<file path="src/rtl/uart_tx_arbiter_if.sv">
// Requester and uart_tx side signals of the shared UART transmit arbiter.
// master = requesters plus uart_tx (environment), slave = the arbiter.
interface uart_tx_arbiter_if #(
   parameter int N_REQ = 3
);
   logic [N_REQ-1:0]   req_valid;
   logic [8*N_REQ-1:0] req_data;
   logic [N_REQ-1:0]   req_last;
   logic [N_REQ-1:0]   req_ready;
   logic [N_REQ-1:0]   grant;
   logic               tx_start;
   logic [7:0]         tx_data;
   logic               tx_busy;
   logic               arb_busy;
   logic               wdog_abort;

   modport master (
      output req_valid, req_data, req_last, tx_busy,
      input  req_ready, grant, tx_start, tx_data,
      input  arb_busy, wdog_abort
   );

   modport slave (
      input  req_valid, req_data, req_last, tx_busy,
      output req_ready, grant, tx_start, tx_data,
      output arb_busy, wdog_abort
   );
endinterface

</file>
<file path="src/rtl/uart_tx_arbiter.sv">
// Packet-locked round-robin arbiter feeding one uart_tx from N_REQ streams.
// Define UART_TX_ARB_WDOG_EN to build in the stalled-owner watchdog.
module uart_tx_arbiter #(
   parameter int N_REQ       = 3,
   parameter int WDOG_CYCLES = 4096
) (
   input  logic            clk,
   input  logic            rst_n,
   uart_tx_arbiter_if.slave bus
);
   localparam int IW = (N_REQ > 1) ? $clog2(N_REQ) : 1;

   if (N_REQ < 1 || N_REQ > 8 || WDOG_CYCLES < 1) begin : g_bad_cfg
      $error("uart_tx_arbiter: illegal parameters");
   end

   typedef enum logic [1:0] {
      IDLE,
      GRANTED,
      WAIT_ACK,
      WAIT_DONE
   } state_e;

   state_e           state_q, state_d;
   logic [N_REQ-1:0] grant_q, grant_d;
   logic [N_REQ-1:0] ready_q, ready_d;
   logic [IW-1:0]    owner_q, owner_d;
   logic [IW-1:0]    last_q, last_d;
   logic [7:0]       data_q, data_d;
   logic             flag_q, flag_d;
   logic             start_q, start_d;
   logic             abort_q, abort_d;

   logic [IW-1:0]    pick;
   logic             pick_vld;
   logic             own_vld;
   logic             own_last;
   logic [7:0]       own_byte;
   int               idx;

`ifdef UART_TX_ARB_WDOG_EN
   localparam int CW = $clog2(WDOG_CYCLES + 1);
   logic [CW-1:0] cnt_q, cnt_d;
`endif

   assign own_vld  = bus.req_valid[owner_q];
   assign own_last = bus.req_last[owner_q];
   assign own_byte = bus.req_data[{owner_q, 3'b000} +: 8];

   // Descending scan so the nearest requester after last_q wins.
   always_comb begin
      pick     = last_q;
      pick_vld = 1'b0;
      idx      = 0;
      for (int k = N_REQ; k >= 1; k--) begin
         idx = int'(last_q) + k;
         if (idx >= N_REQ) idx = idx - N_REQ;
         if (bus.req_valid[idx]) begin
            pick     = IW'(idx);
            pick_vld = 1'b1;
         end
      end
   end

   always_comb begin
      state_d = state_q;
      grant_d = grant_q;
      owner_d = owner_q;
      last_d  = last_q;
      data_d  = data_q;
      flag_d  = flag_q;
      start_d = 1'b0;
      ready_d = '0;
      abort_d = 1'b0;
`ifdef UART_TX_ARB_WDOG_EN
      cnt_d   = '0;
`endif
      unique case (state_q)
         IDLE: begin
            if (pick_vld) begin
               grant_d = N_REQ'(1) << pick;
               owner_d = pick;
               state_d = GRANTED;
            end
         end
         GRANTED: begin
            if (own_vld && !bus.tx_busy) begin
               start_d = 1'b1;
               ready_d = grant_q;
               data_d  = own_byte;
               flag_d  = own_last;
               state_d = WAIT_ACK;
            end
`ifdef UART_TX_ARB_WDOG_EN
            else if (!own_vld) begin
               if (cnt_q == CW'(WDOG_CYCLES - 1)) begin
                  abort_d = 1'b1;
                  grant_d = '0;
                  last_d  = owner_q;
                  state_d = IDLE;
               end else begin
                  cnt_d = cnt_q + 1'b1;
               end
            end
`endif
         end
         WAIT_ACK: begin
            if (bus.tx_busy) state_d = WAIT_DONE;
         end
         WAIT_DONE: begin
            if (!bus.tx_busy) begin
               if (flag_q) begin
                  grant_d = '0;
                  last_d  = owner_q;
                  state_d = IDLE;
               end else begin
                  state_d = GRANTED;
               end
            end
         end
         default: state_d = IDLE;
      endcase
   end

   always_ff @(posedge clk or negedge rst_n) begin
      if (!rst_n) begin
         state_q <= IDLE;
         grant_q <= '0;
         ready_q <= '0;
         owner_q <= '0;
         last_q  <= IW'(N_REQ - 1);
         data_q  <= '0;
         flag_q  <= 1'b0;
         start_q <= 1'b0;
         abort_q <= 1'b0;
      end else begin
         state_q <= state_d;
         grant_q <= grant_d;
         ready_q <= ready_d;
         owner_q <= owner_d;
         last_q  <= last_d;
         data_q  <= data_d;
         flag_q  <= flag_d;
         start_q <= start_d;
         abort_q <= abort_d;
      end
   end

`ifdef UART_TX_ARB_WDOG_EN
   always_ff @(posedge clk or negedge rst_n) begin
      if (!rst_n) cnt_q <= '0;
      else        cnt_q <= cnt_d;
   end
`endif

   assign bus.grant      = grant_q;
   assign bus.req_ready  = ready_q;
   assign bus.tx_start   = start_q;
   assign bus.tx_data    = data_q;
   assign bus.arb_busy   = (state_q != IDLE);
   assign bus.wdog_abort = abort_q;
endmodule
</file>
<file path="src/flat_wrapper.sv">
// flat-port wrapper written by rule: the top's interface ports become plain ports
module uart_tx_arbiter_flat 
#(
   parameter int N_REQ       = 3,
   parameter int WDOG_CYCLES = 4096
)
  (clk, rst_n, bus_req_valid, bus_req_data, bus_req_last, bus_tx_busy, bus_req_ready, bus_grant, bus_tx_start, bus_tx_data, bus_arb_busy, bus_wdog_abort);
  uart_tx_arbiter_if #(.N_REQ(N_REQ)) bus_i ();
  input  logic clk;
  input  logic rst_n;
  input wire logic [$bits(bus_i.req_valid)-1:0] bus_req_valid;
  input wire logic [$bits(bus_i.req_data)-1:0] bus_req_data;
  input wire logic [$bits(bus_i.req_last)-1:0] bus_req_last;
  input wire logic [$bits(bus_i.tx_busy)-1:0] bus_tx_busy;
  output wire logic [$bits(bus_i.req_ready)-1:0] bus_req_ready;
  output wire logic [$bits(bus_i.grant)-1:0] bus_grant;
  output wire logic [$bits(bus_i.tx_start)-1:0] bus_tx_start;
  output wire logic [$bits(bus_i.tx_data)-1:0] bus_tx_data;
  output wire logic [$bits(bus_i.arb_busy)-1:0] bus_arb_busy;
  output wire logic [$bits(bus_i.wdog_abort)-1:0] bus_wdog_abort;
  assign bus_i.req_valid = bus_req_valid;
  assign bus_i.req_data = bus_req_data;
  assign bus_i.req_last = bus_req_last;
  assign bus_i.tx_busy = bus_tx_busy;
  assign bus_req_ready = bus_i.req_ready;
  assign bus_grant = bus_i.grant;
  assign bus_tx_start = bus_i.tx_start;
  assign bus_tx_data = bus_i.tx_data;
  assign bus_arb_busy = bus_i.arb_busy;
  assign bus_wdog_abort = bus_i.wdog_abort;
  uart_tx_arbiter #(.N_REQ(N_REQ), .WDOG_CYCLES(WDOG_CYCLES)) u_core (.clk(clk), .rst_n(rst_n), .bus(bus_i));
endmodule
</file>
<file path="config.mk">
export PLATFORM = sky130hd
export DESIGN_NAME = uart_tx_arbiter_flat
export DESIGN_NICKNAME = d
export VERILOG_FILES = /design/src/rtl/uart_tx_arbiter_if.sv /design/src/rtl/uart_tx_arbiter.sv /design/src/flat_wrapper.sv
export SDC_FILE = /design/constraint.sdc
export NUM_CORES = 1
export LEC_CHECK = 0
export ABC_CLOCK_PERIOD_IN_PS = 4090
export CAP_MARGIN = 20
export CORE_MARGIN = 2
export CORE_UTILIZATION = 25
export DETAILED_ROUTE_END_ITERATION = 7
export PLACE_DENSITY = 0.62
export SYNTH_ARGS = -nofsm -noshare
export SYNTH_HDL_FRONTEND = slang
export SYNTH_SLANG_ARGS = --single-unit
</file>
<file path="constraint.sdc">
create_clock -name clk -period 4.09 [get_ports clk]
set_clock_uncertainty 0.05 [all_clocks]
set_input_delay 0.818 -clock clk [delete_from_list [all_inputs] [get_ports clk]]
set_output_delay 0.818 -clock clk [all_outputs]
set_load 0.005 [all_outputs]
</file>
==> results by group, run 1 <==
Outcome
  – Status: finished, final reports clean

Global routing
  – GRT Total Usage: 10.8%
  – Vias in the first global route: 1,098
  – First-pass GRT wire length: 5260 um
  – Initial antenna violation count: 0
  – Largest net degree at the start of global routing: 23
  – Grt total ovfl: 0

Cells and area
  – Commonest non-fill, non-tap cells in the layout: clkdlybuf4s50_1, dfrtp_1, nand2_1, o21ai_0, nor2_1
  – Synth-to-Final Area Change: 44.0%
  – Share of cells above drive strength 1: 7.61%
  – Net count reported at finish: 238
  – Post-route cell area: 1990 sq um
  – Fillers: 578
  – Util after Layout: 36.6%
  – Commonest non-fill, non-tap cell in the layout: clkdlybuf4s50_1
  – Number of diodes: 0

Routing
  – Via-per-instance ratio: about 4.4
  – Drt total wl: 3220 um
  – Total number of vias: 1,194
  – Drt pass-1 iters: 4
  – # DRC: 0
  – Initial DRC count: 41
  – DRT antenna net count: 0
  – Drt wl/cell: 12.0 um

STA
  – Period utilization: 62.6%
  – Total Neg Setup Slack: 0 ns
  – Setup violators final: 0
  – RSZ-0062 raised after global routing: false
  – F_max: 391 MHz
  – Count of pins over their slew limit: 0
  – Tightest Pin Transition: 0.763 ns
  – Minimum clock period: around 2.6 ns
  – Final hold violation count: 0
  – Rel. slew slack: 49.1%

Pwr
  – Maximum VDD drop: 0.000215 V
  – Leak: 0.000854 uW
  – Pwr dens: 644 nW/um^2

Clock tree
  – CTS sink count: 22
  – CTS root buf: clkbuf_8
  – Clk slew on worst S/H paths: 0.08 ns
  – Hold_buf cts: 0
  – H-Tree Depth: 1
  – CTS tree: done
  – Post-CTS Setup Bufs: 0
  – Num CTS Buffers: 3
  – Clk Latency, worst-skew pair: 0.25 ns
  – Resize count post-CTS: 0
  – Clock Path Buffers: 2

Logic synthesis
  – Synthesized area: 1380 sq um
  – Syn_nets: 190
  – Post-Syn Area per Cell: 9.23 sq um
  – Netlist cell types: 39
  – Count of yosys warnings during synthesis: 0
  – Register bit total from synthesis: 22
  – Gate Count Post-Synth: 150
  – Sequential share of the synthesized area: 39.9%

Worst setup path
  – Top delay family on crit path: multiplexers
  – Critical path, cell by cell: inv_1 -> ha_1 -> mux2_2 -> a21oi_1 -> o211ai_2 -> nand2_1 -> mux2_1
  – Required @ worst endpoint: 4.18 ns
  – Crit Path Class: register to register
  – Crit path buf inv count: 1
  – CP Launch Type: register
  – Critical-path cell with the highest stage delay: ha_1
  – CP endpoint kind: register
  – CP arrival: roughly 2.7 ns
  – CP max stage delay: 0.50 ns
  – Worst Path Max Fanout: 11

Place
  – Post-Place Cell Area: 1920 sq um
  – Post-DP HPWL: 2490 um
  – RePlAce Congestion: 0.792
  – Buffers added on ports: 48

Run
  – Max-cap violations: 0

Floorplan
  – Initial Util: roughly a quarter
  – Core area: 5440 sq um
  – Cell row count: 27
  – Die Y: 78.4 um
  – I/O pin count: 50
  – Die Width: a little under 80 um
  – Die ar.: 6150 sq um

Hold path
  – Worst min path class: register to register
==> cell usage after synthesis <==
master | number | area share [%]
clkbuf_1 | 1 | 0.27
nand3b_1 | 1 | 0.54
o211ai_2 | 1 | 0.90
o31a_1 | 1 | 0.63
nand2_1 | 15 | 4.1
a21oi_1 | 11 | 4.0
a41oi_1 | 1 | 0.63
conb_1 | 1 | 0.27
o21a_1 | 3 | 1.6
o32ai_1 | 1 | 0.63
o221ai_1 | 1 | 0.63
nor2_1 | 12 | 3.3
o21ai_1 | 1 | 0.36
buf_2 | 4 | 1.4
a2111oi_2 | 1 | 1.1
o21ai_0 | 13 | 4.7
inv_1 | 10 | 2.7
o22a_1 | 1 | 0.63
nand2b_1 | 2 | 0.90
mux2_1 | 1 | 0.81
nand3_1 | 2 | 0.72
o2bb2ai_1 | 4 | 2.5
o31ai_2 | 1 | 0.90
and2_0 | 1 | 0.45
buf_4 | 1 | 0.54
and2b_1 | 1 | 0.54
mux2_2 | 3 | 2.4
a21boi_2 | 1 | 0.81
mux2i_1 | 11 | 8.0
dfstp_2 | 1 | 1.9
nor2b_1 | 4 | 1.8
nor3_1 | 2 | 0.72
a211oi_2 | 1 | 0.90
ha_1 | 7 | 6.3
and3_1 | 4 | 1.8
dfrtp_1 | 21 | 38
a31oi_1 | 1 | 0.45
nand4_1 | 1 | 0.45
and2_4 | 1 | 0.63
==> layout make-up <==
type	count	area (sq um)	share of cell area [%]
Multi-Input combinational cell	112	763	38.3
Sequential cell	22	552	27.7
Timing Repair Buffer	49	495	24.9
Tap cell	72	90.1	4.52
Clock buffer	4	55.1	2.76
Inverter	10	37.5	1.88
==> registers in the layout (all words and copies together), names as in the netlist <==
name / cells
u_core.bus.tx_data: 8
u_core.bus.grant: 3
u_core.bus.req_ready: 3
u_core.last_q: 2
u_core.owner_q: 2
u_core.state_q: 2
u_core.bus.tx_start: 1
u_core.flag_q: 1
==> path summary, 6_finish.rpt <==
kind                                       start               endpoint  slack (ns)  cells past startpoint
setup / recovery                u_core.last_q[0]    u_core.bus.grant[1]        1.53                      7
max in group asynchronous                  rst_n       u_core.last_q[1]        2.79                      2
hold / removal             u_core.bus.tx_data[7]  u_core.bus.tx_data[7]        0.44                      2
hold reg to reg            u_core.bus.tx_data[7]  u_core.bus.tx_data[7]        0.44                      2
setup reg to reg                u_core.last_q[0]    u_core.bus.grant[1]        1.53                      7
min in group asynchronous                  rst_n    u_core.bus.grant[2]        0.74                      1
==> through the flow <==
step / std cells / hold slack [ns] / worst slack, ns / power, uW
5_1_grt: 269 / 0.463 / 1.28 / 1410
3_3_place_gp: 264 / 0.411 / 1.39 / 1130
6_report: 269 / 0.435 / 1.53 / 1280
4_1_cts: 268 / 0.441 / 1.52 / 1300
2_1_floorplan: 150 / 0.413 / 1.95 / 875
3_5_place_dp: 264 / 0.424 / 1.35 / 1140
==> routing by layer <==
layer  global-route usage, %  up-vias  part of all wire, %
met3                    2.99        2                  3.2
li1                        -      620                    -
met4                    2.46        0                 0.93
met1                    13.6      549                   46
met2                    18.4       23                   50
met5                       0        -                    0
==> worst reg2reg max path, cell delays in order, from the launching register on <==
cell	delay, ns
dfrtp_1	0.48
inv_1	0.16
ha_1	0.50
mux2_2	0.40
a21oi_1	0.22
o211ai_2	0.16
nand2_1	0.14
mux2_1	0.33
==> cell families after synthesis <==
logic type	Yosys count	share of synthesized area (%)
AOI/OAI and AO/OA	43	21.4
adders and majority gates	7	6.33
buffers and inverters	16	4.97
DFF	22	39.9
muxes	15	11.2
other	1	0.271
and+or+nand+nor	46	15.9
==> report_power, final <==
group	total (uW)	internal, uW	switching (uW)	leakage [uW]
Combinational	715	371	344	0.000544
Sequential	419	311	108	0.000281
Clock	150	85.6	64.0	0.0000288
(Power assumes the default switching activity.)
==> run 2, diff against run 1 <==
- ABC_CLOCK_PERIOD_IN_PS: 4090 -> 2050
- PLACE_DENSITY: 0.62 -> 0.64
- clock period: 4.09 -> 2.05 ns (I/O delays scaled with it)
==> results by group, run 2 (synthesis results as in run 1) <==
STA
  – Setup violators final: 2
  – Minimum clock period: approximately 2.1 ns
  – Min Hold Slack: roughly 0.43 ns
  – RSZ-0062 raised after global routing: true
  – Count of pins over their slew limit: 0
  – Total Neg Setup Slack: -0.0193 ns
  – F_max: around 490 MHz
  – Final hold violation count: 0
  – Setup ws final: -0.0114 ns
  – Period utilization: 101%

Cells and area
  – Post-route cell area: 2270 sq um
  – Number of diodes: 0
  – Commonest non-fill, non-tap cells in the layout: clkdlybuf4s50_1, buf_4, dfrtp_1, nand2_1
  – Fillers: 535
  – Net count reported at finish: 263
  – Post-route insts no fill: 294
  – Commonest non-fill, non-tap cell in the layout: clkdlybuf4s50_1
  – Max FFs per register: 8
  – Synth-to-Final Area Change: 64.2%
  – Share of cells above drive strength 1: 23.4%

Routing
  – Metal3 WL: 178 um
  – Total number of vias: 1,307
  – Drt wl/cell: 12.5 um
  – DRT antenna net count: 0
  – # DRC: 0
  – DRT met1 WL: between 1500 and 2000 um
  – DR top layer: met4
  – Via-per-instance ratio: ~4.4
  – Drt pass-1 iters: 4
  – Initial DRC count: 43
  – Met2 wire len: 1900 um
  – Drt total wl: roughly 3700 um

Run
  – Max-cap violations: 0

Pwr
  – Switch share: between 30% and 40%
  – Pwr dens: ~1400 nW/um^2
  – Maximum VDD drop: 0.000533 V
  – Switching Power: 1220 uW
  – Sequential share of power: 25.1%
  – Clock Power Share: 8.9%
  – Combinational Power Share: around two thirds
  – Internal: 1880 uW
  – Leak: 0.000989 uW

Floorplan
  – Die Y: 78.4 um
  – Die Width: 78.4 um
  – Die ar.: 6150 sq um
  – Initial Util: 25.4%
  – Core area: 5440 sq um
  – Cell row count: 27
  – I/O pin count: 50

Clock tree
  – CTS root buf: clkbuf_8
  – Clk slew on worst S/H paths: approximately 0.08 ns
  – Num CTS Buffers: 3
  – Clk Latency, worst-skew pair: between 0.2 and 0.3 ns
  – Clock Path Buffers: 2
  – CTS sink count: 22
  – Hold_buf cts: 0
  – H-Tree Depth: 1
  – CTS tree: done

Outcome
  – Failing checks: negative setup slack
  – Status: finished, violations left

Place
  – Post-Place Cell Area: 2130 sq um
  – Post-place setup slack: -0.161 ns
  – Post-DP HPWL: 2870 um
  – Dpl cells: 286
  – Buffers added on ports: 48
  – RePlAce Congestion: slightly below 0.8

Worst setup path
  – CP max stage delay: 0.56 ns
  – Worst Path Max Fanout: 5
  – Critical path, cell by cell: inv_2 -> ha_4 -> mux2_4 -> a21oi_4 -> o211ai_4 -> nand2_2 -> mux2_4
  – Top delay family on crit path: multiplexers
  – CP arrival: 2.16 ns
  – CP endpoint kind: register
  – Internal reg-to-reg setup slack: -0.01 ns
  – CP Launch Type: register
  – Critical Path Most Common Cell: mux2_4
  – Required @ worst endpoint: approximately 2.2 ns
  – Critical-path cell with the highest stage delay: dfstp_2
  – Crit path buf inv count: 1
  – Crit Path Class: register to register

Global routing
  – Initial antenna violation count: 0
  – Vias in the first global route: 1,265
  – First-pass GRT wire length: 6000 um
  – GRT Total Usage: 12.3%
  – Grt total ovfl: 0
  – Largest net degree at the start of global routing: 23

Hold path
  – Worst min path class: input pin to async pin
run 2: cell count changes in the layout (fill, tap and decap cells not counted), sizes merged:
cell,delta
clkdlybuf4s50,-1
dlymetal6s2s,+1
buf,+25
run 2: cell type report:
class                           instances  area, sq um  area share (%)
Sequential cell                        22          553            24.3
Tap cell                               72         90.1            3.96
Clock buffer                            4         45.0            1.98
Timing Repair Buffer                   74          678            29.8
Inverter                               10         37.5            1.65
Multi-Input combinational cell        112          868            38.2
run 2: final timing paths:
path,start,endpoint,cells after the start
min in group clk,u_core.bus.tx_data[7],u_core.bus.tx_data[7],2
setup / recovery,u_core.last_q[1],u_core.bus.grant[1],7
hold reg to reg,u_core.bus.tx_data[7],u_core.bus.tx_data[7],2
setup reg to reg,u_core.last_q[1],u_core.bus.grant[1],7
max in group asynchronous,rst_n,u_core.last_q[1],2
hold / removal,rst_n,u_core.bus.tx_start,2
run 2: through the flow:
stage | total power, uW | util [%]
global placement | 2590 | 39.1
floorplan | 1830 | -
detailed placement | 2610 | 39.1
finish | 3090 | 41.8
global route | 3370 | 41.8
CTS | 2940 | 40.3
run 2: power by group through the flow:
| stage | clock (uW) | sequential, uW | combinational (uW) |
|---|---|---|---|
| detailed placement | 0 | 794 | 1820 |
| floorplan | 0 | 756 | 1080 |
| global placement | 0 | 792 | 1800 |
| CTS | 283 | 792 | 1870 |
| finish | 275 | 775 | 2040 |
| global route | 314 | 806 | 2250 |
run 2: timing repair:
action / CTS / global route
setup endpoints to repair: 5 / 8
gates cloned: 0 / 0
resized for setup: 4 / 12
buffers inserted: 1 / 3
pin swaps: 4 / 4
endpoints found under the hold margin: 0 / 0
run 2: worst register-to-register path: cells and delay by family, from the launching register on:
family	cells	cell delay [ns]
and+or+nand+nor	1	0.09
buffers and inverters	1	0.05
AOI/OAI and AO/OA	2	0.28
DFF	1	0.56
muxes	2	0.64
adders and majority gates	1	0.28
run 2: layer usage:
metal / up-vias / global-route usage [%]
met5: - / 0
met4: 0 / 3.16
met3: 4 / 3.10
met2: 29 / 20.0
met1: 601 / 16.3
li1: 673 / -
==> run 3, diff against run 2 <==
- CTS_BUF_LIST: unset -> sky130_fd_sc_hd__clkbuf_2
==> results by group, run 3 (synthesis results as in run 1) <==
Routing
  – Initial DRC count: 56
  – DRT antenna net count: 0
  – Drt pass-1 iters: 4
  – # DRC: 0
  – Drt wl/cell: 12.8 um
  – Drt total wl: approximately 3700 um
  – Total number of vias: 1,323
  – Via-per-instance ratio: 4.52

Place
  – Post-DP HPWL: between 2000 and 3000 um
  – Dpl cells: 286
  – RePlAce Congestion: 0.779
  – Buffers added on ports: 48

Cells and area
  – Fillers: between 500 and 600
  – Number of diodes: 0
  – Max FFs per register: 8
  – Share of cells above drive strength 1: 25.3%
  – Commonest non-fill, non-tap cell in the layout: clkdlybuf4s50_1
  – Net count reported at finish: 262
  – Synth-to-Final Area Change: 62.9%
  – Post-route insts no fill: 293
  – Commonest non-fill, non-tap cells in the layout: clkdlybuf4s50_1, buf_4, dfrtp_1, nand2_1

Floorplan
  – Die Y: between 70 and 80 um
  – Die Width: 78.4 um
  – Die ar.: 6150 sq um
  – Initial Util: 25.4%
  – I/O pin count: 50
  – Core area: 5440 sq um
  – Cell row count: 27

Worst setup path
  – CP Launch Type: register
  – Critical path, cell by cell: inv_2 -> ha_4 -> mux2_4 -> a211oi_4 -> o31ai_4 -> mux2_4
  – Required @ worst endpoint: ~2.2 ns
  – CP max stage delay: roughly 0.60 ns
  – Critical Path Most Common Cell: mux2_4
  – CP endpoint kind: register
  – CP arrival: 2.29 ns
  – Crit Path Class: register to register
  – Worst Path Max Fanout: 5
  – Critical-path cell with the highest stage delay: dfstp_2

Pwr
  – Leak: 0.000978 uW
  – Maximum VDD drop: 0.000519 V
  – Pwr dens: 1350 nW/um^2

Clock tree
  – Clock Path Buffers: 2
  – Clk Latency, worst-skew pair: 0.32 ns
  – CTS sink count: 22
  – CTS tree: done
  – CTS root buf: clkbuf_2
  – Clk slew on worst S/H paths: between 0.2 and 0.25 ns
  – Num CTS Buffers: 3
  – H-Tree Depth: 1

Hold path
  – Worst min path class: input pin to async pin

STA
  – RSZ-0062 raised after global routing: true
  – Count of pins over their slew limit: 0
  – F_max: 475 MHz
  – Setup ws final: -0.0542 ns
  – Minimum clock period: 2.10 ns
  – Min Hold Slack: 0.337 ns
  – Final hold violation count: 0
  – Setup violators final: 3
  – Total Neg Setup Slack: -0.106 ns
  – Period utilization: 103%

Outcome
  – Failing checks: negative setup slack
  – Status: finished, violations left

Global routing
  – GRT Total Usage: 12.1%
  – Largest net degree at the start of global routing: 23
  – Initial antenna violation count: 0
  – First-pass GRT wire length: 5980 um
  – Vias in the first global route: approximately 1,200
  – Grt total ovfl: 0

Run
  – Max-cap violations: 0
## run 3: changes by cell type in the layout (fill, tap and decap cells not counted), sizes merged
| cell | delta |
|---|---|
| buf | -1 |
| dlygate4sd2 | +1 |
| dlymetal6s2s | -1 |
## run 3: power breakdown
part           switching (uW)  internal (uW)
sequential                156            621
clock                     132           51.6
combinational             963           1130
total                    1250           1800
## run 3: what timing repair did
action                     4_1_cts  5_1_grt
hold buffers                     0        0
setup buffers                    2        1
setup endpoints to repair        6        7
resized for setup                6       15
pin swaps                        4        5
## run 3: area by class of cell
type	count	area, sq um	area share, %
Inverter	10	37.5	1.66
Sequential cell	22	553	24.5
Clock buffer	4	20.0	0.888
Timing Repair Buffer	73	671	29.7
Multi-Input combinational cell	112	883	39.2
Tap cell	72	90.1	4.00
## run 3: path summary, 6_finish.rpt
check / startpoint / endpoint / slack [ns] / depth (start not counted)
worst max-delay path: u_core.last_q[1] / u_core.owner_q[1] / -0.05 / 6
worst min register to register: u_core.bus.tx_data[2] / u_core.bus.tx_data[2] / 0.46 / 2
worst min-delay path: rst_n / u_core.bus.tx_start / 0.34 / 2
min in group clk: u_core.bus.tx_data[2] / u_core.bus.tx_data[2] / 0.46 / 2
worst max register to register: u_core.last_q[1] / u_core.owner_q[1] / -0.05 / 6
max in group asynchronous: rst_n / u_core.last_q[1] / 1.34 / 2
## run 3: critical path, delay by kind of cell (launching register included)
| family | cells | cell delay, ns |
|---|---|---|
| muxes | 2 | 0.63 |
| DFF | 1 | 0.60 |
| AOI/OAI and AO/OA | 2 | 0.41 |
| adders and majority gates | 1 | 0.28 |
| buffers and inverters | 1 | 0.05 |
## run 3: metal layers
metal	up-vias	part of all wire (%)	wire length [um]	track usage, %
met4	0	0.99	37	2.11
li1	668	-	-	-
met2	24	52	1940	20.0
met3	4	3.9	146	3.10
met5	-	0	0	0
met1	627	43	1620	16.3
## run 3: through the flow
step                      setup WS (ns)  instance area (sq um)  util (%)  power (uW)
final                           -0.0542                   2250      41.5        3050
after global routing             -0.145                   2250      41.5        3320
after CTS                       -0.0656                   2170      39.9        2850
after detailed placement         -0.161                   2130      39.1        2610
after global placement           -0.122                   2130      39.1        2590
after floorplan                 0.00117                   1430         -        1830
